[config.mk]
export PLATFORM = sky130hd
export DESIGN_NAME = muldiv_alu_sequencer
export DESIGN_NICKNAME = d
export VERILOG_FILES = /design/src/rtl/muldiv_alu_sequencer.sv
export SDC_FILE = /design/constraint.sdc
export NUM_CORES = 1
export LEC_CHECK = 0
export BUFFER_PORTS_ARGS = -buffer_cell sky130_fd_sc_hd__buf_2
export CAP_MARGIN = 20
export CORE_MARGIN = 1
export CORE_UTILIZATION = 47
export DETAILED_ROUTE_END_ITERATION = 10
export PLACE_DENSITY_LB_ADDON = 0.1
export SETUP_SLACK_MARGIN = 0.4
export SYNTH_ARGS = -nofsm -noshare
export SYNTH_HDL_FRONTEND = slang
export SYNTH_SLANG_ARGS = --single-unit
[constraint.sdc]
create_clock -name clk -period 9.9 [get_ports clk]
set_clock_uncertainty 0.15 [all_clocks]
set_input_delay 1.485 -clock clk [delete_from_list [all_inputs] [get_ports clk]]
set_output_delay 1.485 -clock clk [all_outputs]
set_load 0.02 [all_outputs]
[src/rtl/muldiv_alu_sequencer.sv]
// Iterative RV32M multiply/divide sequencer that borrows the shared EX-stage ALU one step per granted cycle.
// Optional macro MULDIV_ZERO_BYPASS_EN short-circuits zero-operand multiplies and zero dividends.
module muldiv_alu_sequencer #(
  parameter int XLEN  = 32,
  parameter int ITERS = 32
) (
  input  logic            clk,
  input  logic            reset,
  input  logic            req_valid,
  output logic            req_ready,
  input  logic [2:0]      req_funct3,
  input  logic [XLEN-1:0] req_rs1,
  input  logic [XLEN-1:0] req_rs2,
  input  logic            kill,
  output logic            resp_valid,
  input  logic            resp_ready,
  output logic [XLEN-1:0] resp_data,
  output logic            busy,
  output logic            alu_req,
  input  logic            alu_gnt,
  output logic [6:0]      alu_ctl,
  output logic [XLEN-1:0] alu_a,
  output logic [XLEN-1:0] alu_b,
  input  logic [XLEN-1:0] alu_out
);

  localparam logic [3:0] kSAIL_MICROARCHITECTURE_ALUCTL_3to0_ADD = 4'b0000;
  localparam logic [3:0] kSAIL_MICROARCHITECTURE_ALUCTL_3to0_SUB = 4'b1000;
  localparam int CNT_W = $clog2(ITERS);
  localparam logic [XLEN-1:0] INT_MIN = {1'b1, {(XLEN-1){1'b0}}};

  typedef enum logic [2:0] {IDLE, PREP, ITER, FIX, DONE} state_t;

  state_t            state, state_nxt;
  logic [2:0]        f3;
  logic [XLEN-1:0]   op_a, op_b;
  logic [XLEN-1:0]   hi, lo, bmag;      // acc_hi/rem, lo/quo, mcand/dvsr
  logic [XLEN-1:0]   res;
  logic [CNT_W-1:0]  cnt;
  logic              neg_q, neg_r;

  logic              is_div, a_neg, b_neg;
  logic [XLEN-1:0]   a_mag, b_mag;
  logic              div_zero, div_ovf, zero_byp, special;
  logic [XLEN-1:0]   special_res;
  logic [XLEN-1:0]   sh;
  logic              take, carry;
  logic [2*XLEN-1:0] prod_s;
  logic [XLEN-1:0]   fix_res;

  // Operand decode; funct3[2] selects the divide family, funct3[1] the remainder within it.
  always_comb begin
    is_div   = f3[2];
    a_neg    = (f3 == 3'd1 || f3 == 3'd2 || f3 == 3'd4 || f3 == 3'd6) && op_a[XLEN-1];
    b_neg    = (f3 == 3'd1 || f3 == 3'd4 || f3 == 3'd6) && op_b[XLEN-1];
    a_mag    = a_neg ? -op_a : op_a;
    b_mag    = b_neg ? -op_b : op_b;
    div_zero = is_div && (op_b == '0);
    div_ovf  = is_div && !f3[0] && (op_a == INT_MIN) && (op_b == '1);
`ifdef MULDIV_ZERO_BYPASS_EN
    zero_byp = is_div ? ((op_a == '0) && (op_b != '0)) : ((op_a == '0) || (op_b == '0));
`else
    zero_byp = 1'b0;
`endif
    special  = div_zero || div_ovf || zero_byp;
    if (div_zero)     special_res = f3[1] ? op_a : '1;
    else if (div_ovf) special_res = f3[1] ? '0 : INT_MIN;
    else              special_res = '0;
  end

  // Step helpers: the 33-bit partial remainder is {top, sh}; carry recovers the adder's lost bit.
  always_comb begin
    sh     = {hi[XLEN-2:0], lo[XLEN-1]};
    take   = hi[XLEN-1] || (sh >= bmag);
    carry  = alu_out < hi;
    prod_s = neg_q ? -{hi, lo} : {hi, lo};
    case (f3)
      3'd0:                fix_res = prod_s[XLEN-1:0];
      3'd1, 3'd2, 3'd3:    fix_res = prod_s[2*XLEN-1:XLEN];
      3'd4, 3'd5:          fix_res = neg_q ? -lo : lo;
      default:             fix_res = neg_r ? -hi : hi;
    endcase
  end

  // NOTE: every always_comb output gets a default first so no path can infer a latch.
  always_comb begin
    alu_ctl = '0;
    alu_a   = '0;
    alu_b   = '0;
    if (state == ITER) begin
      if (is_div) begin
        alu_ctl = {3'b000, kSAIL_MICROARCHITECTURE_ALUCTL_3to0_SUB};
        alu_a   = sh;
        alu_b   = bmag;
      end else begin
        alu_ctl = {3'b000, kSAIL_MICROARCHITECTURE_ALUCTL_3to0_ADD};
        alu_a   = hi;
        alu_b   = lo[0] ? bmag : '0;
      end
    end
  end

  always_comb begin
    state_nxt = state;
    case (state)
      IDLE: if (req_valid) state_nxt = PREP;
      PREP: state_nxt = special ? DONE : ITER;
      ITER: if (alu_gnt && cnt == CNT_W'(ITERS - 1)) state_nxt = FIX;
      FIX:  state_nxt = DONE;
      DONE: if (resp_ready) state_nxt = IDLE;
      default: state_nxt = IDLE;
    endcase
    if (kill) state_nxt = IDLE;
  end

  // NOTE: clocked state uses non-blocking assignments so every register samples pre-edge values.
  always_ff @(posedge clk) begin
    if (reset) state <= IDLE;
    else       state <= state_nxt;
  end

  always_ff @(posedge clk) begin
    if (reset) begin
      f3    <= '0;
      op_a  <= '0;
      op_b  <= '0;
      hi    <= '0;
      lo    <= '0;
      bmag  <= '0;
      res   <= '0;
      cnt   <= '0;
      neg_q <= 1'b0;
      neg_r <= 1'b0;
    end else begin
      case (state)
        IDLE: if (req_valid && !kill) begin
          f3   <= req_funct3;
          op_a <= req_rs1;
          op_b <= req_rs2;
        end
        PREP: begin
          hi    <= '0;
          lo    <= a_mag;
          bmag  <= b_mag;
          neg_q <= a_neg ^ b_neg;
          neg_r <= a_neg;
          cnt   <= '0;
          if (special) res <= special_res;
        end
        ITER: if (alu_gnt) begin
          cnt <= cnt + 1'b1;
          if (is_div) begin
            hi <= take ? alu_out : sh;
            lo <= {lo[XLEN-2:0], take};
          end else begin
            hi <= {carry, alu_out[XLEN-1:1]};
            lo <= {alu_out[0], lo[XLEN-1:1]};
          end
        end
        FIX: res <= fix_res;
        default: ;
      endcase
    end
  end

  assign req_ready  = (state == IDLE);
  assign busy       = (state != IDLE);
  assign resp_valid = (state == DONE);
  assign alu_req    = (state == ITER);
  assign resp_data  = res;

endmodule

==> Word-level counts from Yosys, hierarchy flattened <==
Index checks and enable logic that the tools add are counted.
{ "word_totals": {"regBits": 205, "output_inout_bits": 107, "word_cells": 101} }
{ "op_classes": {"n_addsub": 6, "order_cmp": 2, "eq_ne": 18, "muxes": 33, "bitwise_logic": 1, "reduce_logical": 30} }
{ "op_table": {"columns": ["operator", "n"], "rows": [
  ["two-way mux 32 bit", 19],
  ["case mux 32 bit (2 select lines)", 3],
  ["negation 32 bit", 4],
  ["case mux 32 bit (3 select lines)", 1],
  ["== test 32 bit, second input constant", 2],
  ["two-way mux 64 bit", 1],
  ["negation 64 bit", 1],
  ["greater-or-equal comparator 32 bit", 1],
  ["logical NOT 32 bit", 1],
  ["less-than comparator 32 bit", 1],
  ["case mux 3 bit (5 select lines)", 1],
  ["== test 3 x 2 -> 1 bit, second input constant", 4],
  ["== test 3 bit, second input constant", 4],
  ["two-way mux 3 bit", 4],
  ["case mux 5 bit (2 select lines)", 1],
  ["logical AND 1 bit", 8],
  ["two-way mux 4 bit", 2],
  ["logical OR 1 bit", 7],
  ["== test 3 x 1 -> 1 bit, second input constant", 2],
  ["logical NOT 3 bit", 2],
  ["!= test 2 x 1 -> 1 bit, second input constant", 3],
  ["AND reduction 2 bit", 3],
  ["adder 5 x 1 -> 5 bit, second input constant", 1],
  ["== test 5 bit, second input constant", 1],
  ["other kinds (9)", 13]
]} }

==> Logic depth before layout (Yosys ltp) <==
Gate-level depths: netlist of run 1.
{ "depth": {"ltp_word": 8, "mapped_depth": 11, "mapped_depth_nobuf": 9} }

==> Worst setup path after synthesis of run 1 <==
OpenSTA, ideal clock, no wires.
{ "synth_path": {"path_kind": "register to output", "from": "register f3[2]", "to": "output alu_a[10]", "arrival_time_ns": 2.304, "required_ns": 8.265, "slack_ns": 5.961, "path_stages_with_launch": 7, "n_path_buf": 4, "cell_sequence": "dfxtp_1 > clkbuf_1 > buf_1 > clkbuf_1 > clkbuf_1 > mux2i_1 > nor2_1"} }
{ "synth_between": {"elab_chain_cells": 2} }
{ "synth_rtl": {"columns": ["item", "line", "source"], "rows": [
  ["from (decl)", "35", "logic [2:0] f3;"],
  ["from (signal assigned)", "137", "f3 <= req_funct3;"],
  ["two-way mux 32 bit", "91", "if (is_div) begin"],
  ["two-way mux 32 bit", "90", "if (state == ITER) begin"],
  ["to (decl)", "22", "output logic [XLEN-1:0] alu_a,"]
]} }
Every way passes these cells.

==> Worst setup path after layout of run 1 <==
{ "layout_path": {"from": "register op_b[2]", "to": "register res[15] (netlist: resp_data[15])"} }
{ "layout_between": {"elab_chain_cells": 6, "word_cells_on_any_way": 11, "classes_between": "eq/ne (2); mux (4); reduce/logical (5)"} }
{ "layout_rtl": {"columns": ["item", "line", "source"], "rows": [
  ["from (decl)", "36", "logic [XLEN-1:0] op_a, op_b;"],
  ["from (signal assigned)", "139", "op_b <= req_rs2;"],
  ["== test 32 bit", "59", "div_ovf = is_div && !f3[0] && (op_a == INT_MIN) && (op_b == '1);"],
  ["logical AND 1 bit", "59", null],
  ["two-way mux 32 bit", "67", "else if (div_ovf) special_res = f3[1] ? '0 : INT_MIN;"],
  ["two-way mux 32 bit", "66", "if (div_zero) special_res = f3[1] ? op_a : '1;"],
  ["two-way mux 32 bit", "148", "if (special) res <= special_res;"],
  ["case mux 32 bit (2 select lines)", "135", "case (state)"],
  ["to (signal assigned)", "148", null],
  ["to (signal assigned)", "160", "FIX: res <= fix_res;"],
  ["to (decl)", "38", "logic [XLEN-1:0] res;"]
]} }
Several ways; a longest one is shown, not always the timed one. The select of a mux whose other input is x is not followed.
A chain may end at the register's enable or synchronous reset.

==> results of run 1 <==
==> path summary, 6_finish.rpt <==
path / cells after the start / from / end / slack, ns
worst max-delay path: 7 / op_b[2] / resp_data[15] / 5.59
worst min-delay path: 2 / cnt[4] / cnt[4] / 0.32
worst max register to register: 7 / op_b[2] / resp_data[15] / 5.59
worst min register to register: 2 / cnt[4] / cnt[4] / 0.32
==> report_power, final <==
group,switching (mW),total (mW),internal [mW]
Combinational,0.290,0.445,0.154
Clock,0.384,0.900,0.516
Sequential,0.0394,0.890,0.851
Total,0.714,2.23,1.52
==> flip-flops by register name, indices dropped and copies added, names as in the netlist <==
| register | cells |
|---|---|
| neg_q | 1 |
| resp_data | 32 |
| op_b | 32 |
| neg_r | 1 |
| f3 | 3 |
| state | 3 |
| op_a | 32 |
| lo | 32 |
| bmag | 32 |
| hi | 32 |
| cnt | 5 |
==> worst reg2reg max path, cell delays in order, from the launching register on <==
cell and delay (ns):
dfxtp_1 0.35, or3_1 0.41, or3b_1 0.50, or4_1 0.65, nor4_4 0.84, or3_1 0.88
mux2i_1 0.30, a21oi_1 0.09
==> per-layer routing <==
layer  vias up  track usage (%)  routed length, um
met5         -                0                 29
met3       148            5.767               5361
li1       7715                -                  -
met2       862            53.47              25660
met1      7785            51.84              27320
met4         4            14.52               2613
==> cells by family (layout without fill, tap and decap cells) <==
family | count (synthesis) | in the layout
simple gates | 707 | 707
compound gates | 609 | 609
buf+inv | 289 | 380
flops | 205 | 205
xor+xnor | 108 | 108
mux | 108 | 108
fa+ha+maj | 70 | 70
other cells | 1 | 6
==> synth_stat cells, types with 8 or more instances <==
library cell    n  area share [%]
or4_1          24             1.2
nor4_1         30             1.2
a311oi_1       10            0.57
a21oi_1       192             6.3
a211oi_1       37             1.8
ha_1           70             5.7
buf_1          12            0.29
and3_1          9            0.37
nand3_1        36             1.2
nand4_1        33             1.3
a31oi_1        28             1.1
o41ai_1        12            0.69
xnor2_1        71             4.1
a22oi_1        41             2.0
nand2_1       266             6.5
nor3_1         86             2.8
xor2_1         37             2.1
a21boi_0       11            0.54
or3_1          18            0.74
nand2b_1       10            0.41
o221ai_1       10            0.57
inv_1          98             2.4
nor2_1        155             3.8
o211ai_1       23             1.1
o21ai_0       132             4.3
clkbuf_1      164             4.0
o22ai_1        18            0.74
a21o_1         16            0.79
dfxtp_1       205              27
a221oi_1       12            0.69
mux2i_1       104             6.8
a211o_1         8            0.46
o31ai_1        23             1.1
==> per-stage QoR <==
step,total power [mW],hold slack [ns]
after floorplan,1.202,0.2862
after global routing,2.323,0.3475
after CTS,2.232,0.3176
final,2.234,0.3186
after global placement,1.333,0.2941
after detailed placement,1.337,0.3089
==> layout make-up <==
type                            count  area share (%)
Timing Repair Buffer              237           7.382
Sequential cell                   205           23.85
Inverter                           99           2.158
Multi-Input combinational cell   1608           58.84
Clock buffer                       34           4.243
Clock inverter                     10          0.3633
Tap cell                          435           3.160
==> impl_metrics.yaml, run 1 <==
status:
  status: "finished clean"
clock_tree:
  cts_tree: "built"
  cts_made_buffers: 25
  cts_hold_buf: 0
  ctsHtreeMaxLevel: 1
  clock-sinks: 205
  path_clk_slew_ns: 0.07
  cts-root-buf: "clkbuf_16"
  clkLatencyLatePin_ns: 0.54
  cts_setup_buffers: 0
  cts_buffer_depth: 3
  ctsResizeCount: 0
layout:
  finalNonFillerCells: 2628
  drive_gt1_share_pct: 14.27
  area_delta_synth_final_pct: 12.59
  final_core_util_pct: 54.16
  final_cell_mix: "265 x nand2_1, 206 x buf_2, 204 x dfxtp_1"
  multi_input_comb_area_mm2: 0.01013
  final_common_cell: "nand2_1"
  seqCellArea_mm2: 0.004108
  layout.nets: 2351
  antenna_cells: 0
  fin_area_mm2: 0.01722
  nFillCells: 3234
grt:
  overflow: 0
  grt_pass1_wl_um: 93030
  grt_pass1_vias: 14910
  grt_antenna_before_repair: 3
  grt_max_degree: 79
  grt_usage_pct: 36.10
placed_design:
  place_inst: 2582
  dpl_worst_slack_ns: 5.622
  port-buffer-count: 205
  placed_cell_area_mm2: 0.01641
  gp_congestion: 1.008
  hpwl_um: 44660
synthesis:
  ys_seq_area_share_pct: 26.83
  syn_area_mm2: 0.01530
  synthMuxAreaShare_pct: 7.100
  synthAdderAreaFrac_pct: 5.726
  synth-compound-area-share_pct: 25.10
  syn_area_per_cell_um2: 7.294
  synth_top_family_by_area: "compound AO/OA/AOI/OAI gates"
  synth_warnings: 0
  synth-main-ff-cell: "dfxtp_1"
  async_flop_share_pct: 0
  synth_edf_count: 0
  synth-xor-area-share_pct: 6.184
  synthCells: 2097
  synth-simple-area-share_pct: 21.61
  yosys_register_bits: 205
  synth.distinct_cells: 73
sta:
  hold_viol: 0
  setup_tns_ns: 0
  setup_ws_ns: 5.589
  slew_viol_final: 0
  finalSetupViolCount: 0
  fmax_ghz: 0.2319
  rsz0062_at_grt: "false"
  min_period_over_period_pct: 43.55
  slew-limit-headroom_pct: 28.56
  post-route-min-period_ns: 4.311
  tightest_slew_ns: 1.064
setup_path:
  crit_slowest_cell: "or3_1"
  worstPathMaxFanout: 22
  required_ns: 10.15
  slowest_delay_ns: 0.87
  cpLargestDelayFamily: "simple AND/OR/NAND/NOR gates"
  cp-end-kind: "flip-flop"
  cp-start-kind: "flip-flop"
  path_cells: "or3_1 -> or3b_1 -> or4_1 -> nor4_4 -> or3_1 -> mux2i_1 -> a21oi_1"
  path_common_cell: "or3_1"
  cp_num_buf_inv: 0
  arrival_ns: 4.56
  criticalPathCategory: "flip-flop to flip-flop"
route:
  vias_per_cell: 6.284
  drt_pre_antenna_iters: 6
  routed_wl_um: 60980
  drc: 0
  num_vias: 16510
  routedWlPerCell_um: 23.21
  drt-initial-drc-count: 2051
  ant_nets: 0
floorplanning:
  die_h_um: 182.4
  initial_core_util_pct: 48.10
  die_w_um: 182.4
  row_count: 65
  die-area_mm2: 0.03327
  ioPinCount: 212
  coreArea_mm2: 0.03180
hold_path:
  min_path_type: "flip-flop to flip-flop"
power:
  power.leakage_nw: 6.671
  ir_worst_vdd_uv: 107.4
  power_density_mw_per_mm2: 129.7
job:
  drv_cap: 0
No activity file was read; power rests on OpenSTA's default activity.
==> run 2, diff against run 1 <==
- ABC_AREA: default -> 1
- clock period: 9.9 -> 4 ns (I/O delays scaled with it)
==> run 2 against run 1 <==
- wire length is 14% higher
- largest power group unchanged
- global-route usage grew 2.5 points
- total power increased to 2.8 times the previous value
- critical path type is now flip-flop to output port
==> impl_metrics.yaml, run 2 <==
status:
  status: "finished clean"
sta:
  finalSetupViolCount: 0
  min_period_over_period_pct: 84.16
  slew_viol_final: 0
  slew-limit-headroom_pct: 29.69
  post-route-min-period_ns: 3.366
  tightest_slew_ns: 1.052
  fmax_ghz: 0.2971
  rsz0062_at_grt: "false"
  setup_tns_ns: 0
  hold_viol: 0
layout:
  final_common_cell: "nand2_1"
  antenna_cells: 0
  final_core_util_pct: 54.14
  area_delta_synth_final_pct: 12.46
  final_cell_mix: "622 x nand2_1, 329 x nor2_1, 269 x o21ai_0"
  finalNonFillerCells: 3303
  nFillCells: 3592
  drive_gt1_share_pct: 13.20
  layout.nets: 3014
  fin_area_mm2: 0.01834
grt:
  overflow: 0
  grt_pass1_wl_um: 105900
  grt_pass1_vias: 17610
  grt_max_degree: 98
  grt_usage_pct: 38.57
  grt_antenna_before_repair: 1
clock_tree:
  clkLatencyLatePin_ns: 0.55
  ctsHtreeMaxLevel: 1
  cts_setup_buffers: 0
  cts-root-buf: "clkbuf_16"
  path_clk_slew_ns: 0.06
  cts_hold_buf: 0
  cts_tree: "built"
  cts_buffer_depth: 3
  clock-sinks: 205
  cts_made_buffers: 24
route:
  ant_nets: 0
  num_vias: 19510
  routed_wl_um: 69770
  drc: 0
  drt_pre_antenna_iters: 6
  routedWlPerCell_um: 21.12
  drt-initial-drc-count: 2285
  vias_per_cell: 5.908
synthesis:
  synth.most_common_cell: "nand2_1"
  synth.distinct_cells: 58
  synth_common_cells: "622 x nand2_1, 330 x nor2_1, 269 x o21ai_0"
  synth_edf_count: 0
  synth-compound-area-share_pct: 22.06
  yosys.area.top_type: "dfxtp_1"
  synth_top_family_by_area: "simple AND/OR/NAND/NOR gates"
  syn_area_per_cell_um2: 6.005
  synth_top_cell_area_share_pct: 25.17
  synth_warnings: 0
  synth_area_leaders: "dfxtp_1 25%, nand2_1 14%, o21ai_0 8.3%"
  synthAdderAreaFrac_pct: 5.372
  synth-xor-area-share_pct: 2.041
  synthCells: 2715
  synth-main-ff-cell: "dfxtp_1"
  yosys_register_bits: 205
  ys_seq_area_share_pct: 25.17
  synth-simple-area-share_pct: 34.32
  async_flop_share_pct: 0
  synthMuxAreaShare_pct: 0
  syn_area_mm2: 0.01630
placed_design:
  place_inst: 3260
  placed_cell_area_mm2: 0.01752
  port-buffer-count: 205
  hpwl_um: 52950
  gp_congestion: 1.055
setup_path:
  worstPathMaxFanout: 40
  arrival_ns: 2.62
  criticalPathCategory: "flip-flop to output port"
  worstRegToRegCells: 14
  cp-end-kind: "output port"
  required_ns: 3.25
  cp-start-kind: "flip-flop"
power:
  ir_worst_vdd_uv: 346.0
  power_density_mw_per_mm2: 340.1
  p_total_mw: 6.235
  power.leakage_nw: 8.428
floorplanning:
  die_h_um: 188.3
  initial_core_util_pct: 48.14
  row_count: 67
  die-area_mm2: 0.03544
  die_w_um: 188.3
  ioPinCount: 212
  coreArea_mm2: 0.03387
hold_path:
  holdPathStages: 3
  min_path_type: "input pin to flip-flop"
job:
  drv_cap: 0
==> run 2: cell types whose count changed after synthesis, moves of 68 or more <==
cell and change:
nand3_1 +149, inv_1 +159, nor2_1 +175, xnor2_1 -68, o21ai_0 +137, nand2_1 +356, clkbuf_1 -79, mux2i_1 -104
==> run 2: routing by layer <==
metal / up-vias / GRT usage [%] / wire [um]
met1: 9043 / 56.88 / 31360
li1: 9219 / - / -
met5: - / 0 / 10
met2: 1105 / 56.41 / 28940
met3: 145 / 5.420 / 6978
met4: 2 / 14.04 / 2480
==> run 2: final timing paths <==
| kind | slack (ns) | startpoint | end |
|---|---|---|---|
| worst max-delay path | 0.63 | state[1] | alu_a[5] |
| worst max register to register | 0.74 | hi[4] | hi[27] |
| worst min register to register | 0.31 | bmag[29] | bmag[29] |
| worst min-delay path | 0.13 | req_rs2[12] | op_b[12] |
==> run 2: power breakdown <==
part | internal (mW) | switching [mW] | total [mW] | leakage, nW
logic | 0.486 | 1.22 | 1.70 | 6.37
clock network | 1.34 | 0.941 | 2.28 | 0.392
registers | 2.13 | 0.119 | 2.25 | 1.67
==> run 2: what timing repair did <==
| action | 4_1_cts | 5_1_grt |
|---|---|---|
| endpoints found under the setup margin | 0 | 3 |
| resized for setup | 0 | 1 |
| hold endpoints to repair | 0 | 0 |
==> run 2: kinds of logic (layout without fill, tap and decap cells) <==
| kind of cell | count (synthesis) | count (layout) |
|---|---|---|
| AND/OR/NAND/NOR | 1302 | 1302 |
| AO/OA/AOI/OAI | 660 | 660 |
| buffers and inverters | 439 | 574 |
| flip-flops | 205 | 205 |
| adder cells (fa/ha/maj) | 70 | 70 |
| XOR/XNOR | 38 | 38 |
| other | 1 | 6 |
==> run 2: final cells by class <==
class	instances	area, um2	area share (%)
flip-flops and latches	205	4106	22.40
inverters	285	1075	5.862
clock buffers	32	691.9	3.774
multi-input cells	2076	10430	56.89
repair buffers	247	1365	7.445
clock inverters	10	105.1	0.5732
well taps	448	560.5	3.057
==> run 2: critical path, stage by stage (launching register included) <==
cell and delay, ns:
dfxtp_1 0.48, inv_2 0.11, nor2_4 0.14, inv_2 0.26
buf_4 0.36, a211oi_1 0.45, buf_2 0.26
==> run 2: through the flow <==
| stage | hold slack [ns] | worst slack, ns |
|---|---|---|
| after CTS | 0.1207 | 0.5807 |
| after global routing | 0.1376 | 0.4892 |
| final | 0.1296 | 0.6337 |
| after global placement | 0.2845 | 0.9276 |
| after detailed placement | 0.2920 | 0.9172 |
| after floorplan | 0.2675 | 1.543 |
==> run 3, diff against run 2 <==
- clock period: 4 -> 3.5 ns (I/O delays scaled with it)
==> run 3 against run 2 <==
- via count shrank 0.24%
- total power grew 15%
- largest cell class unchanged
- highest routed layer is now met4
- design area grew 0.67%
- critical path depth shrank 1
- sequential cell count is the same
- final cell count grew 0.39%
- non-clock buffer count grew 9
- clock power grew 16%
- first-iteration DRC count shrank 5.5%
- count of clock-buffer cells in the layout grew 2
- critical path type unchanged
==> impl_metrics.yaml, run 3 (same netlist as run 2, synthesis figures left out) <==
status:
  status: "finished clean"
grt:
  use_met3_pct: 8.549
  overflow: 0
  met1_usage_pct: 54.84
  grt_usage_pct: 38.37
  grt_max_degree: 115
  grt_pass1_vias: 17470
  top_usage_layer: "met2"
  grt_pass1_wl_um: 104900
  grt_antenna_before_repair: 1
  use_met2_pct: 56.43
clock_tree:
  path_clk_slew_ns: 0.06
  ctsHtreeMaxLevel: 1
  clock-sinks: 205
  cts-root-buf: "clkbuf_16"
  cts_made_buffers: 25
  cts_setup_buffers: 0
  clkLatencyLatePin_ns: 0.56
  cts_tree: "built"
  cts_buffer_depth: 3
  cts_hold_buf: 0
setup_path:
  worstPathMaxFanout: 105
  cp-start-kind: "flip-flop"
  criticalPathCategory: "flip-flop to output port"
  required_ns: 2.82
  cp-end-kind: "output port"
  arrival_ns: 2.42
  reg2reg_slack_ns: 0.72
placed_design:
  port-buffer-count: 205
  hpwl_um: 53180
  place_inst: 3270
  dpl_worst_slack_ns: 0.6228
  gp_congestion: 1.008
  placed_cell_area_mm2: 0.01763
sta:
  slew_viol_final: 0
  tightest_slew_ns: 0.9457
  hold_viol: 0
  finalSetupViolCount: 0
  min_period_over_period_pct: 88.44
  setup_ws_ns: 0.4045
  fmax_ghz: 0.3230
  post-route-min-period_ns: 3.096
  slew-limit-headroom_pct: 36.95
  setup_tns_ns: 0
  rsz0062_at_grt: "true"
layout:
  layout.nets: 3024
  drive_gt1_share_pct: 13.50
  final_common_cell: "nand2_1"
  fin_area_mm2: 0.01846
  finalNonFillerCells: 3316
  area_delta_synth_final_pct: 13.21
  nFillCells: 3602
  final_cell_mix: "622 x nand2_1, 329 x nor2_1, 268 x o21ai_0"
power:
  ir_worst_vdd_uv: 355.1
  power_density_mw_per_mm2: 387.7
  p_total_mw: 7.157
  power.leakage_nw: 8.486
floorplanning:
  ioPinCount: 212
  coreArea_mm2: 0.03387
  initial_core_util_pct: 48.14
  die-area_mm2: 0.03544
  die_w_um: 188.3
  die_h_um: 188.3
  row_count: 67
route:
  routedWlPerCell_um: 21.02
  drt-initial-drc-count: 2160
  vias_per_cell: 5.871
  num_vias: 19470
  drc: 0
  routed_wl_um: 69710
  ant_nets: 0
  drt_pre_antenna_iters: 6
hold_path:
  min_path_type: "input pin to flip-flop"
job:
  drv_cap: 0
-- run 3: changes by cell type in the layout (fill, tap and decap cells not counted), moves of 2 or more --
cell / change
buf_12: +3
buf_4: +7
clkbuf_1: +3
clkinv_2: -2
clkinvlp_4: +2
-- run 3: what timing repair did --
item                       CTS  global route
hold endpoints to repair     0             0
setup endpoints to repair   15             7
gates resized for setup      1             6
-- run 3: area by class of cell --
| cell class | count | area (um2) | share of cell area [%] |
|---|---|---|---|
| well taps | 448 | 560.5 | 3.037 |
| flip-flops and latches | 205 | 4106 | 22.25 |
| repair buffers | 256 | 1466 | 7.945 |
| multi-input cells | 2076 | 10440 | 56.54 |
| diodes | 1 | 2.502 | 0.01356 |
| inverters | 285 | 1077 | 5.836 |
| clock inverters | 11 | 118.9 | 0.6440 |
| clock buffers | 34 | 689.4 | 3.735 |
-- run 3: stage by stage --
stage                     hold slack [ns]  utilization, %
after floorplan                    0.2675               -
after global placement             0.2931           52.06
after detailed placement           0.2947           52.06
after CTS                         0.04604           54.46
after global routing              0.06335           54.49
final                             0.05395           54.50
-- run 3: metal layers --
| metal | part of all wire [%] | vias to the layer above |
|---|---|---|
| li1 | - | 9274 |
| met1 | 44 | 8947 |
| met2 | 41 | 1106 |
| met3 | 12 | 140 |
| met4 | 3.5 | 0 |
| met5 | 0 | - |
-- run 3: worst max-delay path, cell delays in order, from the launching register on --
cell      delay, ns
dfxtp_2        0.37
clkinv_2       0.13
buf_8          0.48
nor2_1         0.08
a211oi_1       0.47
buf_2          0.26
-- run 3: report_power, final --
group	switching [mW]	leakage [nW]	internal (mW)
sequential	0.130	1.67	2.44
clock	1.11	0.386	1.53
combinational	1.39	6.43	0.558
total	2.63	8.49	4.52
-- run 3: final timing paths --
kind         startpoint            end  cells past startpoint
max               f3[2]      alu_a[25]                      5
min          req_rs1[4]        op_a[4]                      3
max reg2reg       hi[9]  resp_data[17]                     10
min reg2reg    bmag[25]       bmag[25]                      2
